## config.mk

```make
export PLATFORM = sky130hd
export DESIGN_NAME = uart_byte_rx
export DESIGN_NICKNAME = d
export VERILOG_FILES = /design/src/rtl/uart_pkg.sv /design/src/rtl/uart_baud_tick.sv /design/src/rtl/uart_byte_rx.sv
export SDC_FILE = /design/constraint.sdc
export NUM_CORES = 1
export LEC_CHECK = 0
export ABC_AREA = 0
export BUFFER_PORTS_ARGS = -buffer_cell sky130_fd_sc_hd__buf_2
export CAP_MARGIN = 20
export CORE_MARGIN = 3
export CORE_UTILIZATION = 44
export DETAILED_ROUTE_END_ITERATION = 8
export PLACE_DENSITY = 0.63
export SYNTH_ARGS = -nofsm -noshare
export SYNTH_HDL_FRONTEND = slang
export SYNTH_SLANG_ARGS = --single-unit
```

## constraint.sdc

```tcl
create_clock -name clk -period 1.4 [get_ports clk]
set_input_delay 0.28 -clock clk [delete_from_list [all_inputs] [get_ports clk]]
set_output_delay 0.28 -clock clk [all_outputs]
set_load 0.01 [all_outputs]
```

## src/rtl/uart_pkg.sv

```systemverilog
// Shared definitions for the UART byte receiver: FSM state encoding and
// the oversampling / framing constants.
// Optional feature macro: UART_RX_PARITY_EN adds the PARITY state.
package uart_pkg;

  localparam int unsigned OVERSAMPLE = 16;
  localparam int unsigned DATA_BITS  = 8;
  localparam int unsigned MID_SAMPLE = 8;

  localparam int unsigned OS_W  = $clog2(OVERSAMPLE);
  localparam int unsigned BIT_W = $clog2(DATA_BITS);

  typedef enum logic [2:0] {
    IDLE      = 3'd0,
    START     = 3'd1,
    DATA      = 3'd2,
`ifdef UART_RX_PARITY_EN
    PARITY    = 3'd3,
`endif
    STOP      = 3'd4,
    WAIT_IDLE = 3'd5
  } rx_state_e;

endpackage

```

## src/rtl/uart_baud_tick.sv

```systemverilog
// 16x oversampling tick generator.
// Pulses tick for one clk every CLK_HZ/(BAUD*16) clks; clear holds the
// divider at zero so the first tick after release is a full period away.
// Ports: clk, rst (async, active high), clear (restart), tick (registered).
module uart_baud_tick
  import uart_pkg::*;
#(
  parameter int unsigned CLK_HZ = 50_000_000,
  parameter int unsigned BAUD   = 115200
) (
  input  logic clk,
  input  logic rst,
  input  logic clear,
  output logic tick
);

  localparam int unsigned DIV   = CLK_HZ / (BAUD * OVERSAMPLE);
  localparam int unsigned CNT_W = (DIV > 1) ? $clog2(DIV) : 1;

  logic [CNT_W-1:0] cnt_q, cnt_d;
  logic             tick_q, tick_d;

  // Divider next state
  always_comb begin
    cnt_d  = cnt_q;
    tick_d = 1'b0;
    if (clear) begin
      cnt_d = '0;
    end else if (cnt_q == CNT_W'(DIV - 1)) begin
      cnt_d  = '0;
      tick_d = 1'b1;
    end else begin
      cnt_d = cnt_q + CNT_W'(1);
    end
  end

  // Divider registers
  always_ff @(posedge clk or posedge rst) begin
    if (rst) begin
      cnt_q  <= '0;
      tick_q <= 1'b0;
    end else begin
      cnt_q  <= cnt_d;
      tick_q <= tick_d;
    end
  end

  assign tick = tick_q;

endmodule

```

## src/rtl/uart_byte_rx.sv

```systemverilog
// UART 8N1 byte receiver with 16x oversampling and mid-bit sampling.
// Ports: clk, rst (async, active high), uart_rx (async serial line, idle
// high); data_out (last good byte, feeds the command bus: [7:4] ALU A
// operand, [3:2] ALU select), data_valid / frame_err (1-clk pulses),
// parity_err (1-clk pulse, parity build only), busy (FSM not IDLE).
// Optional feature macro: UART_RX_PARITY_EN (8E1 with even-parity check).
module uart_byte_rx
  import uart_pkg::*;
#(
  parameter int unsigned CLK_HZ = 50_000_000,
  parameter int unsigned BAUD   = 115200
) (
  input  logic       clk,
  input  logic       rst,
  input  logic       uart_rx,
  output logic [7:0] data_out,
  output logic       data_valid,
  output logic       frame_err,
`ifdef UART_RX_PARITY_EN
  output logic       parity_err,
`endif
  output logic       busy
);

  rx_state_e            state_q, state_d;
  logic                 sync1_q, sync2_q, prev_q;
  logic [OS_W-1:0]      os_q, os_d;
  logic [BIT_W-1:0]     bit_q, bit_d;
  logic [DATA_BITS-1:0] shift_q, shift_d;
  logic [DATA_BITS-1:0] data_q, data_d;
  logic                 valid_q, valid_d;
  logic                 ferr_q, ferr_d;
  logic                 busy_q;
  logic                 tick;
  logic                 tick_clr_c;
  logic                 fall_c;
`ifdef UART_RX_PARITY_EN
  logic                 perr_q, perr_d;
  logic                 par_bad_q, par_bad_d;
`endif

  // Falling edge seen on the synchronized line
  assign fall_c = prev_q & ~sync2_q;

  uart_baud_tick #(
    .CLK_HZ (CLK_HZ),
    .BAUD   (BAUD)
  ) u_baud_tick (
    .clk   (clk),
    .rst   (rst),
    .clear (tick_clr_c),
    .tick  (tick)
  );

  // Next-state and pulse decode
  always_comb begin
    state_d    = state_q;
    os_d       = os_q;
    bit_d      = bit_q;
    shift_d    = shift_q;
    data_d     = data_q;
    valid_d    = 1'b0;
    ferr_d     = 1'b0;
    tick_clr_c = 1'b0;
`ifdef UART_RX_PARITY_EN
    perr_d     = 1'b0;
    par_bad_d  = par_bad_q;
`endif
    case (state_q)
      IDLE: begin
        // Divider held in reset so it restarts on leaving IDLE
        tick_clr_c = 1'b1;
        os_d       = '0;
        bit_d      = '0;
        if (fall_c) state_d = START;
      end
      START: begin
        if (tick) begin
          if (os_q == OS_W'(MID_SAMPLE - 1)) begin
            os_d    = '0;
            // Line back high at mid start bit: treat as a glitch
            state_d = sync2_q ? IDLE : DATA;
          end else begin
            os_d = os_q + OS_W'(1);
          end
        end
      end
      DATA: begin
        if (tick) begin
          if (os_q == OS_W'(OVERSAMPLE - 1)) begin
            os_d    = '0;
            shift_d = {sync2_q, shift_q[DATA_BITS-1:1]};
            bit_d   = bit_q + BIT_W'(1);
            if (bit_q == BIT_W'(DATA_BITS - 1)) begin
              bit_d = '0;
`ifdef UART_RX_PARITY_EN
              state_d = PARITY;
`else
              state_d = STOP;
`endif
            end
          end else begin
            os_d = os_q + OS_W'(1);
          end
        end
      end
`ifdef UART_RX_PARITY_EN
      PARITY: begin
        if (tick) begin
          if (os_q == OS_W'(OVERSAMPLE - 1)) begin
            os_d      = '0;
            // Even parity: data bits plus parity bit must have even weight
            par_bad_d = sync2_q ^ (^shift_q);
            state_d   = STOP;
          end else begin
            os_d = os_q + OS_W'(1);
          end
        end
      end
`endif
      STOP: begin
        if (tick) begin
          if (os_q == OS_W'(OVERSAMPLE - 1)) begin
            os_d = '0;
            if (sync2_q) begin
              state_d = IDLE;
`ifdef UART_RX_PARITY_EN
              if (par_bad_q) begin
                perr_d = 1'b1;
              end else begin
                valid_d = 1'b1;
                data_d  = shift_q;
              end
`else
              valid_d = 1'b1;
              data_d  = shift_q;
`endif
            end else begin
              // Bad stop bit outranks any parity result
              ferr_d  = 1'b1;
              state_d = WAIT_IDLE;
            end
          end else begin
            os_d = os_q + OS_W'(1);
          end
        end
      end
      WAIT_IDLE: begin
        // Hold off through a break until the line is released
        if (sync2_q) state_d = IDLE;
      end
      default: state_d = IDLE;
    endcase
  end

  // State, synchronizer and output registers
  always_ff @(posedge clk or posedge rst) begin
    if (rst) begin
      state_q <= IDLE;
      sync1_q <= 1'b1;
      sync2_q <= 1'b1;
      prev_q  <= 1'b1;
      os_q    <= '0;
      bit_q   <= '0;
      shift_q <= '0;
      data_q  <= '0;
      valid_q <= 1'b0;
      ferr_q  <= 1'b0;
      busy_q  <= 1'b0;
`ifdef UART_RX_PARITY_EN
      perr_q    <= 1'b0;
      par_bad_q <= 1'b0;
`endif
    end else begin
      state_q <= state_d;
      sync1_q <= uart_rx;
      sync2_q <= sync1_q;
      prev_q  <= sync2_q;
      os_q    <= os_d;
      bit_q   <= bit_d;
      shift_q <= shift_d;
      data_q  <= data_d;
      valid_q <= valid_d;
      ferr_q  <= ferr_d;
      busy_q  <= (state_d != IDLE);
`ifdef UART_RX_PARITY_EN
      perr_q    <= perr_d;
      par_bad_q <= par_bad_d;
`endif
    end
  end

  assign data_out   = data_q;
  assign data_valid = valid_q;
  assign frame_err  = ferr_q;
  assign busy       = busy_q;
`ifdef UART_RX_PARITY_EN
  assign parity_err = perr_q;
`endif

endmodule

```

== Word level (Yosys, flattened, before mapping) ==
Index checks and enable logic that the tools add are counted.
Word-level totals
  register bits: 38
  word-level logic and storage cells: 73
  input bits: 3
  output and inout port bits: 11
Cells by class
  $add $sub $neg: 3
  bitwise operators: 2
  eq/ne operators: 12
  multiplexer cells: 34
  reductions and logical operators: 9
Operators with widths (number)
  $mux W3: 13
  $mux W4: 4
  $pmux W3 S5: 1
  $pmux W4 S3: 1
  $mux W1: 11
  $mux W5: 2
  $eq A3 B3 Y1 const B: 3
  $reduce_and A3 Y1: 3
  $ne A2 B1 Y1 const B: 3
  $pmux W3 S2: 1
  $reduce_bool A3 Y1: 2
  $add A5 B1 Y5 const B: 1
  $eq A5 B5 Y1 const B: 1
  $add A4 B1 Y4 const B: 1
  $eq A4 B3 Y1 const B: 1
  $eq A4 B4 Y1 const B: 1
  $reduce_and A4 Y1: 1
  $add A3 B1 Y3 const B: 1
  $eq A3 B1 Y1 const B: 1
  $eq A3 B2 Y1 const B: 1
  $logic_not A3 Y1: 1
  $mux W2: 1
  $ne A2 B2 Y1 const B: 1
  $reduce_bool A2 Y1: 1
  3 further kinds: 3

== Longest topological paths before layout ==
Gate-level depths: netlist of run 1.
  word-level depth: 6
  depth in mapped cells: 6
  gate-level depth less buffers: 5

== Hierarchy ==
A second synthesis of run 1 with hierarchy kept.
Unflattened totals
  cells, all modules: 144
  area, all modules: 1765.4 um^2
Modules (own cells, without submodules)
  uart_byte_rx: area each 1461.4 um^2, times used 1, cells an instance 119, sequential area each 804.5 um^2
  uart_baud_tick: area each 304.0 um^2, times used 1, cells an instance 25, sequential area each 150.1 um^2

== Worst setup path after synthesis of run 1 ==
OpenSTA, ideal clock, no wires.
  path kind: reg2reg
  from: register os_q[0]
  to: register data_q[0], in the netlist data_out[0]
  period minus slack after synthesis: 1561 ps
  required time: 1275 ps
  slack: -161 ps
  stages on the path, launching flop included: 6
  data arrival time: 1436 ps
  library setup time: 125 ps
  buffers on the path: 1
  cells stage by stage: dfrtp_1 > ha_1 > and4_1 > buf_6 > nand4_4 > mux2_2
Between the ends
  longest elaborated chain between the ends: 2
Ends and longest elaborated chain
  start: declaration: RTL line uart_byte_rx.sv:27  | logic [OS_W-1:0] os_q, os_d;
  start signal: assignment: RTL line uart_byte_rx.sv:179  | os_q <= os_d;
  $eq A4 B4 Y1: RTL line uart_byte_rx.sv:123  | if (os_q == OS_W'(OVERSAMPLE - 1)) begin
  $reduce_and A4 Y1 (no line)
  end signal: assignment: RTL line uart_byte_rx.sv:182  | data_q <= data_d;
  end: declaration: RTL line uart_byte_rx.sv:30  | logic [DATA_BITS-1:0] data_q, data_d;
No other way between the ends.
A chain may end at the register's enable or synchronous reset.

== Worst setup path in the final report of run 1 ==
  from: register os_q[0]
  to: register shift_q[3]
Between the ends
  longest elaborated chain between the ends: 2
Ends and longest elaborated chain
  $eq A4 B4 Y1: RTL line uart_byte_rx.sv:90  | if (os_q == OS_W'(OVERSAMPLE - 1)) begin
  $reduce_and A3 Y1 (no line)
  end signal: assignment: RTL line uart_byte_rx.sv:181  | shift_q <= shift_d;
  end: declaration: RTL line uart_byte_rx.sv:29  | logic [DATA_BITS-1:0] shift_q, shift_d;
No other way between the ends.

==> run summary, run 1 <==
The run finished, with violations left. The final reports fail on negative setup slack. The tree is rooted in a clkbuf_8. The number of cells on the worst reg-to-reg path is 4. 14 I/O pins were placed. The post-layout net count is 202.

The placed instances occupy a cell area of 0.00205 mm^2. Walking the worst path, the cells encountered are ha_4 > and4_4 > nand3_4 > mux2_4. The finished cells cover 0.00238 mm^2. The die area came out at 0.00473 mm^2. The via count of the first global-routing pass came out at 1,346. The post-synthesis compound-gate area fraction came to 0.0735. 0 antenna diodes ended up in the layout. By count the netlist is led by dfrtp_1, mux2_2, nor2_1.

In this run the register-to-register setup slack is -0.09 ns. Measured against the total synthesized area, the mux share comes to 0.118. In this run the worst setup path begins at os_q[0]$_DFFE_PP0P_.

The minimum setup slack in the final design came out at -0.0915 ns. The detail route stage leaves a number of antenna-violating nets equal to 0. The initial antenna violation count was 0. At the pin with the least slew margin, the transition time is 0.271 ns. The global-route wire length before repair came out at 6.13 mm. The xor/xnor share of the synthesized area came out at 0.0151.

The global placer's final weighted congestion is 0.742. The aggregate routed wire length came out at 3.83 mm. After synthesis, the largest family of logic cells by area is simple AND/OR/NAND/NOR gates. The endpoint required time on the critical path came out at 1.56 ns. The region available for standard cell placement spans 0.00374 mm^2.

The quantity of hold-fixing buffers added after cts is 0. The initial cell density of the core is 0.464. The max capacitance violation total came out at 0. The count of final setup violators is 24. Counting every sink on the clock net gives 38. The worst register-to-register path begins at os_q[0]$_DFFE_PP0P_. The total via count in the routed design came out at 1,290. The critical-path cell with the highest stage delay is dfrtp_1. The most common cell in the synthesized netlist is dfrtp_1. The H-tree was split into 2 levels. On the worst path, the slowest cell contributes a delay of 0.39 ns. The remaining max-slew budget at the tightest pin came out at 0.819. The total grt overflow came out at 0.

Counting flops with a built-in enable in the synthesized netlist gives 0. The endpoint arrival time on the critical path came out at 1.66 ns. The overall power came out at 2.85 mW.

The sequential area share after synthesis came out at 0.550. Of all nets on the critical path, the largest fanout is 8. The clock insertion delay at the later pin of the skew report came out at 0.28 ns. STA classifies the critical path startpoint as a flop. Clock tree synthesis inserted a total of 5 buffers.

The setup clock skew after layout came out at 0.00542 ns. The clock tree buffer depth came out at 2. The number of different library cells in the post-synthesis netlist came out at 40. The worst setup path is captured at a flop. The capture point of the worst path is shift_q[3]$_DFFE_PP0P_. The total area of multi-input combinational cells came out at 881 um^2. For this run, the number of Yosys warnings is 0. After synthesis the cells add up to 0.00174 mm^2. The overall global routing resource usage came out at 0.179. The minimum clock period after layout came out at 1.49 ns.

The top cell type's share of synthesized area came out at 0.505. From bottom edge to top edge, the die measures 68.8 um. The DRC violation total after the first TritonRoute iteration came out at 56.

By startpoint and endpoint, the worst setup path is classified as reg2reg. The number of nets produced by synthesis is 152. The fill cell total of the finished layout is 303. The sequential cells in the finished layout cover a total of 958 um^2. The largest total area in the synthesized netlist belongs to dfrtp_1.

Across the VDD grid, the largest voltage drop is 0.000935 V. Row generation in the floorplan step produced 22 rows. In the synthesized netlist the dominant register cell turns out to be dfrtp_1. The clock transition at the registers of the reported paths came out at 0.07 ns. After synthesis, the cell types taking the most area are dfrtp_1, mux2_2, dfstp_2. The adder and majority gate portion of the synthesized area is 0.0418. Of the total synthesized cell area, the portion taken by AND, OR, NAND and NOR gates is 0.168. Synthesis produced a netlist whose cell count is 144. For this run, design rule violations remaining after detail routing come to 0. The clock tree from TritonCTS is yes. The count of port buffers added during placement is 13.

The static leakage is 1.17 nW. Summed over all nets, the half-perimeter wirelength after detailed placement is 2.40 mm. The first detailed-routing pass ran for 4 iterations. For this run, the top clock speed supported by timing is 670 MHz.

The floorplan step set the die width to 68.8 um. After synthesis the netlist holds a flip-flop and latch count of 38. The ratio of cells with drive above 1 in the final layout is 0.518. The worst hold-check path type is in2async. The final-report max-slew violation count is 0. The endpoint identified for the worst register-to-register timing path is shift_q[3]$_DFFE_PP0P_. Dividing the detail-routed wire length by the instance count gives 15.8 um.

The power density of the placed cells came out at 1200 mW/mm^2. From synthesis to final layout, the design area changed by 37.3%. The largest net degree at the start of global routing came out at 39. The number of endpoints with negative hold slack in the final report came to 0. The final cycle utilization of the critical path came out at 1.07. The detailed-route vias per instance came out at 5.31. Setup repair after global routing could not meet its margin everywhere. The proportion of synthesized flip-flops having asynchronous set or reset came out at 1.00. The average instance in the mapped netlist occupies 12.1 um^2.
placed cells by master, fill, tap and decap left out, drive strengths merged:
master  synthesis  final
o21a            1      1
dfstp           3      3
dfrtp          35     35
buf             4     48
xor2            2      2
a22o            3      3
a31oi           1      1
clkbuf          2      7
nand3          12     12
nor3b           1      1
xnor2           1      1
mux2           17     17
inv             4      4
maj3            1      1
or2             2      2
nand2           7      7
a41oi           1      1
nor2           12     12
o211a           1      1
mux2i           1      1
nand4           3      4
and3            2      2
nand2b          2      2
or3             1      1
nand4b          1      1
nor3            3      3
o211ai          3      3
ha              5      5
o32ai           1      1
a211oi          1      1
o21ai           6      6
and4            1      1
bufinv          0      1
nor2b           1      1
nand3b          2      2
and3b           1      1
power breakdown:
group	total (mW)	switching [mW]	internal, mW
logic	0.563	0.234	0.329
clock network	0.945	0.364	0.581
registers	1.34	0.117	1.22
worst max-delay path: cells and delay by family, from the launching register on:
kind                     cells  cell delay, ns
adder cells (fa/ha/maj)      1            0.18
multiplexers                 1            0.34
flip-flops                   1            0.39
AND/OR/NAND/NOR              2            0.46
sequential cells by signal, summed over array words and instances (netlist names):
signal and flops:
data_out 8, shift_q 8, u_baud_tick.cnt_q 5, os_q 4, bit_q 3, state_q 3
busy 1, data_valid 1, frame_err 1, prev_q 1, sync1_q 1, sync2_q 1
u_baud_tick.tick 1
worst min path at each step:
stage / start / to / slack [ns] / cells after the start
global route: rst / shift_q[7]$_DFFE_PP0P_ / 0.05 / 3
floorplan: uart_rx / sync1_q$_DFF_PP1_ / 0.28 / 0
detailed placement: sync1_q$_DFF_PP1_ / sync2_q$_DFF_PP1_ / 0.35 / 0
finish: rst / shift_q[7]$_DFFE_PP0P_ / 0.05 / 3
global placement: rst / state_q[0]$_DFF_PP0_ / 0.34 / 3
CTS: rst / shift_q[7]$_DFFE_PP0P_ / 0.05 / 3
final cells by class:
cell class                 count  area share
sequential                    38       0.402
multi-input combinational     97       0.370
timing repair buffer          48       0.148
clock buffer                   7      0.0362
tap                           48      0.0252
clock inverter                 1      0.0126
inverter                       4     0.00630
logic make-up after synthesis:
family	after synthesis
DFF	38
adders and majority gates	6
AOI/OAI and AO/OA	18
muxes	18
buffers and inverters	10
and+or+nand+nor	51
xor gates and xnor gates	3
metal layers:
metal	global-route usage	wire length [um]	vias up
li1	-	-	617
met1	0.219	1640	648
met2	0.306	2050	23
met3	0.0389	117	2
met4	0.0730	19	0
met5	0	0	-
timing repair:
item                                    4_1_cts  5_1_grt
pin swaps                                     5        8
setup buffers                                 6        5
gates cloned                                  1        0
gates resized for setup                      22       12
hold endpoints to repair                      0        0
endpoints found under the setup margin       27       31
stage by stage:
stage	setup TNS [ns]	worst slack, ns	utilization	cells	hold slack [ns]
5_1_grt	-2.66	-0.145	0.636	243	0.0459
4_1_cts	-0.913	-0.0840	0.616	238	0.0463
3_3_place_gp	-2.72	-0.173	0.546	223	0.337
3_5_place_dp	-4.57	-0.243	0.546	223	0.347
2_1_floorplan	-0.809	-0.0636	-	144	0.284
6_report	-1.18	-0.0915	0.636	243	0.0457
No activity file was read; power rests on OpenSTA's default activity.
==> run 2, diff against run 1 <==
--- a/config.mk
+++ b/config.mk
@@ -11,7 +11,8 @@
 export CORE_MARGIN = 3
 export CORE_UTILIZATION = 44
 export DETAILED_ROUTE_END_ITERATION = 8
-export PLACE_DENSITY = 0.63
+export PLACE_DENSITY = 0.72
+export SKIP_CTS_REPAIR_TIMING = 1
 export SYNTH_ARGS = -nofsm -noshare
 export SYNTH_HDL_FRONTEND = slang
 export SYNTH_SLANG_ARGS = --single-unit
==> run 2 against run 1 <==
- the run still ends with negative setup slack left
- combinational power is 10% lower
- routed wire length shrank 4.0%
- critical path type unchanged
- first-iteration DRC count up 7.1%
- highest routed layer unchanged
- via count decreased by 3.6%
- utilization is 3.8 points lower
- register-to-register slack got worse by 0.08 ns
- total power is 5.1% lower
- largest cell class unchanged
==> run summary, run 2 (synthesis results as in run 1) <==
The final sum of negative setup slack was -2.14 ns (-0.963 ns). The final-report max-slew violation count came to 0 (unchanged). The DRC violation total after the first TritonRoute iteration is 60 (+7.1%).

The clock insertion delay at the later pin of the skew report came out at 0.28 ns (about the same). The cell area after placement came out at 0.00203 mm^2 (-0.73%). The ratio of cells with drive above 1 in the final layout came out at 0.454 (-0.0639). The via count of the first global-routing pass came out at 1,196 (-11%). The number of antenna diodes came to 0 (unchanged). The tree is rooted in a clkbuf_8.

The final routed wire length divided by cell count is 15.8 um (+0.13%). The reported net switching power came out at 702 uW (-1.9%). The detailed-route vias per instance is 5.33 (+0.49%).

The overall power is 2.70 mW (-5.1%). The TritonCTS buffer count is 5 (unchanged). The endpoint required time on the critical path is 1.61 ns (+0.05 ns). Counting stages on the worst path, the most repeated cell is o211ai_1. The minimum clock period after layout is 1.57 ns (+0.0801 ns).

The post-placement setup slack is -0.220 ns (+0.0230 ns). The count of final setup violators came out at 22 (-8.3%). The vertical die dimension is 68.8 um (unchanged). The max capacitance violation total came to 0 (unchanged). The power density of the placed cells is 1210 mW/mm^2 (+0.90%). The total grt overflow is 0 (unchanged). TritonCTS built the clock tree. The initial cell density of the core is 0.464 (unchanged).

The count of port buffers added during placement is 13 (unchanged). The top cell types in the final layout, fill and taps aside, are dfrtp_1, buf_4, buf_2. The final cell area excluding filler cells is 0.00224 mm^2 (-5.9%). The number of H-tree branching levels is 2 (unchanged). The number of nets still failing antenna checks after routing is 0 (unchanged). The final cycle utilization of the critical path is 1.12 (+0.0572). The die span in x is 68.8 um (unchanged). The fmax was 636 MHz (-5.1%). The global placer's final weighted congestion is 0.794 (+7.0%). The endpoint arrival time on the critical path came to 1.78 ns (+0.12 ns). The sequential fraction of design power is 0.495 (+0.024). The post-layout net count came out at 192 (-5.0%). The share of total power in the clock network came out at 0.319 (-0.013). The worst hold path belongs to the class in2async. The critical-path cell with the highest stage delay is dfrtp_1. The initial antenna violation count is 0 (unchanged). The critical path class is reg2reg. The setup clock skew after layout is 0.00207 ns (-0.00335 ns). The startpoint class of the critical path is a flop. The number of endpoints with negative hold slack in the final report came out at 0 (unchanged). The number of clock sinks is 38 (unchanged). The switching fraction of total power is 0.260 (+0.00847). The clock tree buffer depth is 2 (unchanged).

The static leakage is 1.11 nW (-4.8%). The total via count in the routed design is 1,243 (-3.6%). The total core area is 0.00374 mm^2 (unchanged).

The overall global routing resource usage is 0.164 (-0.0148). The remaining max-slew budget at the tightest pin came out at 0.694 (-0.125). The number of standard-cell rows in the floorplan came out at 22 (unchanged).

The worst-path maximum fanout came to 4 (-4). The share of power burned in combinational logic came out at 0.187 (-0.011). The type of destination of the critical path is a flop. Setup repair after global routing could not meet its margin everywhere. The detailed-router iteration count before antenna repair came out at 4 (unchanged). The transition at the pin with the smallest max-transition slack came out at 0.459 ns (+0.188 ns). The checks that failed: negative setup slack. The maximum cell stage delay along the critical path is 0.41 ns (+0.02 ns). The sum of net half-perimeters after detailed placement came out at 2.60 mm (+8.4%).

The peak supply drop is 0.000794 V (-15%). The leading cell type in the layout, fill and taps excluded is dfrtp_1. The number of top-level design ports came to 14 (unchanged).

Relative to the synthesized area, the layout overhead comes to 29.1%. The clock transition at the registers of the reported paths was 0.07 ns (about the same). The total internal power is 2.00 mW (-6.2%). The global-route wire length before repair is 5.58 mm (-9.0%). The DRC violation count after routing is 0 (unchanged).

The minimum setup slack in the final design came out at -0.172 ns (-0.0801 ns). The signal on the critical path passes through ha_4 > buf_6 > and3_4 > o32ai_4 > o211ai_1 > o211ai_1. The run finished, with violations left. The aggregate routed wire length came out at 3.68 mm (-4.0%). The largest net degree at the start of global routing is 39 (unchanged).

The die area came out at 0.00473 mm^2 (unchanged).
[run 2: cell types whose count changed in the layout (fill, tap and decap cells not counted), moves of 2 or more]
cell      previous run  this run
o21ai_0              2         4
dfrtp_1             32        35
nand3_2              3         0
dfrtp_2              3         0
buf_4               31        24
buf_6                3         1
clkbuf_8             6         8
nand3_1              8        11
[run 2: critical path: cells and delay by family (launching register included)]
family,cells,cell delay (ns)
AO/OA/AOI/OAI,3,0.63
flip-flops,1,0.41
adder cells (fa/ha/maj),1,0.18
AND/OR/NAND/NOR,1,0.14
buffers and inverters,1,0.11
[run 2: layer usage]
metal | GRT usage | part of all wire
met5 | 0 | 0
met4 | 0.0511 | 0.013
met3 | 0.0405 | 0.030
met2 | 0.275 | 0.52
met1 | 0.209 | 0.43
[run 2: final timing paths]
check                           cells after the start  slack (ns)                    to                 from
worst min register to register                      0        0.36     sync2_q$_DFF_PP1_    sync1_q$_DFF_PP1_
worst min-delay path                                3        0.03  bit_q[2]$_DFFE_PP0P_                  rst
worst max register to register                      6       -0.17   os_q[3]$_DFFE_PP0P_  os_q[0]$_DFFE_PP0P_
worst max-delay path                                6       -0.17   os_q[3]$_DFFE_PP0P_  os_q[0]$_DFFE_PP0P_
max in group asynchronous                           3        1.11      prev_q$_DFF_PP1_                  rst
min in group clk                                    1        0.09     sync1_q$_DFF_PP1_              uart_rx
[run 2: power by group through the flow]
stage / registers, mW / clock network (mW) / logic [mW]
after detailed placement: 1.35 / 0 / 0.427
after global placement: 1.33 / 0 / 0.385
after global routing: 1.35 / 0.943 / 0.564
final: 1.34 / 0.862 / 0.504
after CTS: 1.33 / 0.882 / 0.429
after floorplan: 1.33 / 0 / 0.271
[run 2: through the flow]
stage | cells | util | hold slack, ns
after floorplan | 144 | - | 0.284
after global placement | 221 | 0.542 | 0.341
after detailed placement | 221 | 0.542 | 0.346
after CTS | 229 | 0.572 | 0.0318
after global routing | 233 | 0.599 | 0.0495
final | 233 | 0.599 | 0.0334
[run 2: final cells by class]
cell class | count | area (um^2)
fill | 315 | 1500
multi-input combinational | 96 | 825
inverter | 4 | 15.0
clock buffer | 8 | 110
tap | 48 | 60.1
sequential | 38 | 955
timing repair buffer | 39 | 277
